**src/rtl/bus_arbiter_rr.sv**
```systemverilog
// Round-robin bus arbiter with registered one-hot grant and a fixed turnaround gap between owners.
// Optional per-owner watchdog with a mask on the offender, enabled by defining ARB_TIMEOUT_EN.
module bus_arbiter_rr #(
  parameter int N          = 4,
  parameter int IDW        = 2,
  parameter int TURNAROUND = 1,
  parameter int TIMEOUT    = 255,
  parameter int TOW        = 8
) (
  input  logic           clk,
  input  logic           rst,
  input  logic [N-1:0]   req,
  output logic [N-1:0]   grant,
  output logic [IDW-1:0] gnt_id,
  output logic           busy,
  output logic           timeout
);

  typedef enum logic [1:0] {IDLE, GRANT, TURN} state_t;

  state_t         state_q, state_d;
  logic [N-1:0]   grant_q, grant_d;
  logic [IDW-1:0] id_q, id_d;
  logic [IDW-1:0] last_q, last_d;
  logic [3:0]     turn_q, turn_d;
  logic           to_q, to_d;
  logic [N-1:0]   elig;
  logic [IDW-1:0] win;
  logic           win_vld;

`ifdef ARB_TIMEOUT_EN
  logic [TOW-1:0] tcnt_q, tcnt_d;
  logic [N-1:0]   mask_q, mask_d;
  logic           expire;

  // Fires on the last allowed GRANT cycle, so the owner holds exactly TIMEOUT cycles.
  assign expire = (tcnt_q == TOW'(TIMEOUT - 1));
  assign elig   = req & ~mask_q;
`else
  logic unused_cfg;

  assign unused_cfg = ^{TIMEOUT[0], TOW[0]};
  assign elig       = req;
`endif

  // Rotating search starting just after the last owner.
  always_comb begin
    logic [IDW-1:0] cand;
    win     = '0;
    win_vld = 1'b0;
    cand    = '0;
    for (int i = 1; i <= N; i++) begin
      cand = IDW'((int'(last_q) + i) % N);
      if (!win_vld && elig[cand]) begin
        win     = cand;
        win_vld = 1'b1;
      end
    end
  end

  always_comb begin
    state_d = state_q;
    grant_d = grant_q;
    id_d    = id_q;
    last_d  = last_q;
    turn_d  = turn_q;
    to_d    = 1'b0;
`ifdef ARB_TIMEOUT_EN
    tcnt_d  = tcnt_q;
    mask_d  = mask_q & req;
`endif
    unique case (state_q)
      IDLE: begin
        if (win_vld) begin
          grant_d      = '0;
          grant_d[win] = 1'b1;
          id_d         = win;
          last_d       = win;
          state_d      = GRANT;
`ifdef ARB_TIMEOUT_EN
          tcnt_d       = '0;
`endif
        end
      end
      GRANT: begin
        if (!req[id_q]) begin
          grant_d = '0;
          turn_d  = '0;
          state_d = TURN;
`ifdef ARB_TIMEOUT_EN
        end else if (expire) begin
          grant_d      = '0;
          turn_d       = '0;
          state_d      = TURN;
          to_d         = 1'b1;
          mask_d[id_q] = 1'b1;
        end else begin
          tcnt_d = tcnt_q + 1'b1;
`endif
        end
      end
      TURN: begin
        if (turn_q == 4'(TURNAROUND - 1)) state_d = IDLE;
        else                              turn_d  = turn_q + 4'd1;
      end
      default: state_d = IDLE;
    endcase
  end

  always_ff @(posedge clk or negedge rst) begin
    if (!rst) begin
      state_q <= IDLE;
      grant_q <= '0;
      id_q    <= '0;
      last_q  <= IDW'(N - 1);
      turn_q  <= '0;
      to_q    <= 1'b0;
`ifdef ARB_TIMEOUT_EN
      tcnt_q  <= '0;
      mask_q  <= '0;
`endif
    end else begin
      state_q <= state_d;
      grant_q <= grant_d;
      id_q    <= id_d;
      last_q  <= last_d;
      turn_q  <= turn_d;
      to_q    <= to_d;
`ifdef ARB_TIMEOUT_EN
      tcnt_q  <= tcnt_d;
      mask_q  <= mask_d;
`endif
    end
  end

  assign grant   = grant_q;
  assign gnt_id  = id_q;
  assign busy    = |grant_q;
  assign timeout = to_q;

endmodule
```
**config.mk**
```make
export PLATFORM = sky130hd
export DESIGN_NAME = bus_arbiter_rr
export DESIGN_NICKNAME = d
export VERILOG_FILES = /design/src/rtl/bus_arbiter_rr.sv
export SDC_FILE = /design/constraint.sdc
export NUM_CORES = 1
export LEC_CHECK = 0
export CORE_UTILIZATION = 45
export DETAILED_ROUTE_END_ITERATION = 10
export PLACE_DENSITY = 0.71
export RECOVER_POWER = 100
export SLEW_MARGIN = 0
export SYNTH_ARGS = -nofsm -noshare
export SYNTH_HDL_FRONTEND = slang
export SYNTH_SLANG_ARGS = --single-unit
```
**constraint.sdc**
```tcl
create_clock -name clk -period 2.5 [get_ports clk]
set_input_delay 0.25 -clock clk [delete_from_list [all_inputs] [get_ports clk]]
set_output_delay 0.25 -clock clk [all_outputs]
set_load 0.005 [all_outputs]
```
After elaboration in Yosys (flattened, before gate mapping)
Index checks and enable logic that the tools add are counted.
Storage, ports and cells
  register bits: 14
Operators by class
  equality and inequality tests: 6
  order comparisons: 7
  add/sub/neg operators: 5
  reductions and logical operators: 16
  mux-type cells: 29
Operator list (count)
  < comparator 2 x 3 -> 1 bit (second input constant): 6
  one-hot mux 4 bit (2 select lines): 2
  two-way mux 2 bit: 7
  two-way mux 4 bit: 3
  binary-select mux 1 bit (select 2 bit): 5
  two-way mux 1 bit: 10
  AND reduction 3 bit: 3
  inequality test 2 bit (second input constant): 4
  one-hot mux 2 bit (3 select lines): 1
  adder 2 x 1 -> 2 bit (second input constant): 2
  adder 2 bit (second input constant): 2
  adder 4 x 1 -> 4 bit (second input constant): 1
  logical AND 1 bit: 4
  logical NOT 4 bit: 1
  nonzero test 2 bit: 2
  OR reduction 4 bit: 1
  logical NOT 1 bit: 3
  demux 1 bit (select 2 bit): 1
  equality test 2 x 1 -> 1 bit (second input constant): 1
  equality test 2 bit (second input constant): 1
  >= comparator 2 x 1 -> 1 bit (second input constant): 1
  logical NOT 2 bit: 1
  AND reduction 2 bit: 1

Longest topological paths before layout
  depth after elaboration: 19
  mapped depth: 6
  mapped depth without buffers: 6

Worst setup path after synthesis
No wires, ideal clock.
  path type: register to register
  from: register id_q[1] (netlist: gnt_id[1])
  to: register grant_q[0] (netlist: grant[0])
  arrival time: 1.716 ns
  clock period less this slack: 1.836 ns
  buffers on the path: 1
  required time: 2.380 ns
  path slack: 0.664 ns
  stages on the path, launching flop included: 6
  cell sequence: dfrtp_1 -> mux4_2 -> or3b_1 -> buf_2 -> and3_4 -> a31o_1
On the way
  longest elaborated chain between the ends: 4
Ends and longest elaborated chain
  start, declared: RTL line 23  | logic [IDW-1:0] id_q, id_d;
  start signal, assigned: RTL line 125  | id_q <= id_d;
  binary-select mux 1 bit (select 2 bit): RTL line 86  | if (!req[id_q]) begin
  two-way mux 1 bit (not written as such): RTL line 86
  inequality test 2 bit (no line)
  AND reduction 3 bit (no line)
  end signal, assigned: RTL line 124  | grant_q <= grant_d;
  end, declared: RTL line 22  | logic [N-1:0] grant_q, grant_d;
No other way between the ends. The select of a mux whose other input is x is not followed.
A chain may end at the register's enable or synchronous reset.

Final worst setup path
  from: input port req[1]
  to: register grant_q[0] (netlist: grant[0])
On the way
  longest elaborated chain between the ends: 18
  elaborated cells between the ends (all ways): 34
  classes of those cells: 2 x order compare; 2 x eq/ne; 22 x mux; 8 x reduce/logical
Ends and longest elaborated chain
  start, declared: RTL line 12  | input logic [N-1:0] req,
  binary-select mux 1 bit (select 2 bit): RTL line 54  | if (!win_vld && elig[cand]) begin
  two-way mux 1 bit (not written as such): RTL line 54
  two-way mux 1 bit: RTL line 54
  logical NOT 1 bit: RTL line 54
  logical AND 1 bit: RTL line 54
  two-way mux 1 bit: RTL line 54
  logical NOT 1 bit: RTL line 54
  logical AND 1 bit: RTL line 54
  (+2 left out)
  logical AND 1 bit: RTL line 54
  two-way mux 2 bit: RTL line 54
  < comparator 2 x 3 -> 1 bit (not written as such) / >= comparator 2 x 1 -> 1 bit (equally long branches): RTL line 76  | grant_d[win] = 1'b1;
  logical AND 1 bit (not written as such): RTL line 76
  two-way mux 1 bit (not written as such): RTL line 76
  demux 1 bit (select 2 bit): RTL line 76
  two-way mux 4 bit: RTL line 74  | if (win_vld) begin
  one-hot mux 4 bit (2 select lines): RTL line 72  | unique case (state_q)
Parallel ways exist; a longest one is shown, timed or not. The select of a mux whose other input is x is not followed.

==> out/results.ini <==
[timing]
timing.fmax_ghz=0.4795
slew_violations=0
fin_crit_sh=0.8341
worstMarginPinSlew_ns=0.7005
period_needed_ns=2.085
finalClockSkew_ns=0.009956
rsz0062_at_grt=no
setup_ws_ns=0.4147
setup_viol_count_final=0
slew_headroom=0.5294
setup_tns_ns=0
hold_viol=0
fin_hold_ws_ns=0.4196

[global_routing]
grt_busiest_layer=met1
grt_max_degree=15
grt_usage=0.1841
antenna_found_initial=0
grt_use_met1=0.2747
grt_pass1_wl_um=2421
use_met3=0.06809
grt_pass1_vias=508
grt_overflow=0
grt_use_met2=0.2455

[power]
p_sw_frac=0.3563
leakagePower_nw=0.4127
fin_total_pwr_mw=0.9078
vdd_drop_max_mv=0.5627
p_switching_mw=0.3235
p_int_mw=0.5843
clock_power_share=0.179
power_density_nw_per_um2=998.0
p_comb_frac=0.405
p_seq_frac=0.416

[logic_synthesis]
synth_seq_cells=14
synthTopCellsByArea=dfrtp_1, dfstp_2, nand2_1
yosysUniqueCellTypes=35
syn_area_um2=749.5
synth-seq-area-share=0.4708
synth_top_flop_cell=dfrtp_1
synth_cells=74
yosysTopAreaCellShare=0.4007
synth-edff-count=0
avgSynthCellArea_um2=10.13
ys_warn_count=0
async_flop_share=1.000
synth_common_cells=dfrtp_1, nand2_1, a21oi_1, nor2_1
yosysMostFrequentCell=dfrtp_1
synth_nets=82
synth_top_area_cell=dfrtp_1

[place]
dp.cells=100
place_hpwl_um=1012
place_area_um2=877.1
place_congestion=0.7435
pre_cts_ws_ns=0.2594
io_buffer_count=12

[critical_path]
crit_chain=dlygate4sd3_1 > mux4_2 > or3b_1 > and3_2 > a31o_1
worstPathMaxFanout=7
critPathCaptureType=flip-flop
crit_path_top_delay_cell=dlygate4sd3_1
slowest_delay_ns=0.61
criticalPathCategory=in2reg
worstPathArrival_ns=2.25
crit_family=simple AND/OR/NAND/NOR gates
required_ns=2.67
crit_buf_inv=1
start_kind=input port

[clock_tree]
cts-resized-gates=0
root_buffer=clkbuf_4
htree_levels=1
clkLatencyLatePin_ns=0.28
post-cts-setup-buffer-count=0
cts_tree=done
clk_pin_slew_ns=0.09
clkSinkCount=14
cts_made_buffers=3
clockBufferDepth=2
cts_hold_buf=0

[cells_and_area]
nFillCells=133
n_antenna_cell=0
area_growth_pct=21.37
drive_gt1_frac=0.1477
final_cell_area_um2=909.6
postLayoutCoreUtil=0.5969
layout.cells.non_filler=104
nNetsFinal=97

[routing]
drtPass1Iterations=4
dr.first_iter.drc_count=15
wl_um=1454
wl_per_cell_um=13.98
drc=0
dr_total_vias=577
final_antenna_net_count=0
viasPerCell=5.548

[die]
die_w_um=42.81
die-area_um2=1833
die_h_um=42.81
ios=14
row_count=14
start_util=0.4918
coreArea_um2=1524

[status]
status=finished, final reports clean

[min_path]
worst_hold_path_type=in2async

[run]
drv_cap=0

==> worst paths after layout <==
kind                            start         end  slack (ns)  cells after the start
min in group clk           state_q[1]  state_q[0]        0.52                      1
max in group asynchronous         rst   turn_q[0]        1.67                      1
min reg2reg                state_q[1]  state_q[0]        0.52                      1
max reg2reg                 gnt_id[1]    grant[0]        0.58                      4
max                            req[1]    grant[0]        0.41                      5
min                               rst  state_q[1]        0.42                      1
==> cells by family (layout without fill, tap and decap cells) <==
logic type      count (synthesis)  count (layout)  synth area share
simple gates                   34              34            0.2638
fa+ha+maj                       2               2           0.03338
buf+inv                         5              19           0.03172
mux                             2               2           0.04340
compound gates                 14              14            0.1286
flops                          14              14            0.4708
xor+xnor                        2               2           0.02338
other cells                     1               1          0.005004
==> registers in the layout, summed over array words and instances (netlist names) <==
register  count
turn_q        4
state_q       2
last_q        2
grant         4
gnt_id        2
==> placed cells by master (no fill, tap or decap) <==
cell             instances
a211o_2                  1
a21oi_1                  4
a31o_1                   1
a32o_1                   1
and2_2                   2
and2b_2                  1
and3_2                   1
and3b_2                  1
clkbuf_4                 3
clkbuf_8                 1
clkdlybuf4s50_1          3
conb_1                   1
dfrtp_1                 12
dfstp_1                  2
dlygate4sd3_1            9
ha_1                     2
inv_1                    3
mux2i_1                  1
mux4_2                   1
nand2_1                  7
nand2b_1                 2
nand3_1                  2
nand4_1                  1
nor2_1                   4
nor2b_1                  3
nor3_1                   3
nor3b_1                  1
nor4_1                   1
o211ai_1                 1
o21ai_0                  3
o2bb2ai_1                2
o31ai_1                  1
or2_2                    2
or3_1                    1
or3b_1                   1
or4_1                    1
xnor2_1                  2
==> layer usage <==
metal | vias to the layer above | wire, um
li1 | 292 | -
met1 | 265 | 744
met2 | 18 | 612
met3 | 2 | 86
met4 | 0 | 10
met5 | - | 0
==> power groups by stage <==
| stage | clock network [mW] | registers [mW] | logic (mW) |
|---|---|---|---|
| final | 0.162 | 0.377 | 0.368 |
| after detailed placement | 0 | 0.389 | 0.385 |
| after global routing | 0.178 | 0.388 | 0.408 |
| after floorplan | 0 | 0.374 | 0.244 |
| after global placement | 0 | 0.386 | 0.382 |
| after CTS | 0.168 | 0.384 | 0.390 |
==> area by class of cell <==
| class | instances | area, um^2 | area share |
|---|---|---|---|
| clock buffer | 4 | 36.28 | 0.03989 |
| sequential | 14 | 352.8 | 0.3879 |
| timing repair buffer | 12 | 120.1 | 0.1320 |
| tap | 16 | 20.02 | 0.02201 |
| inverter | 3 | 11.26 | 0.01238 |
| multi-input combinational | 55 | 369.1 | 0.4058 |
Power figures use the tool's default switching activity.
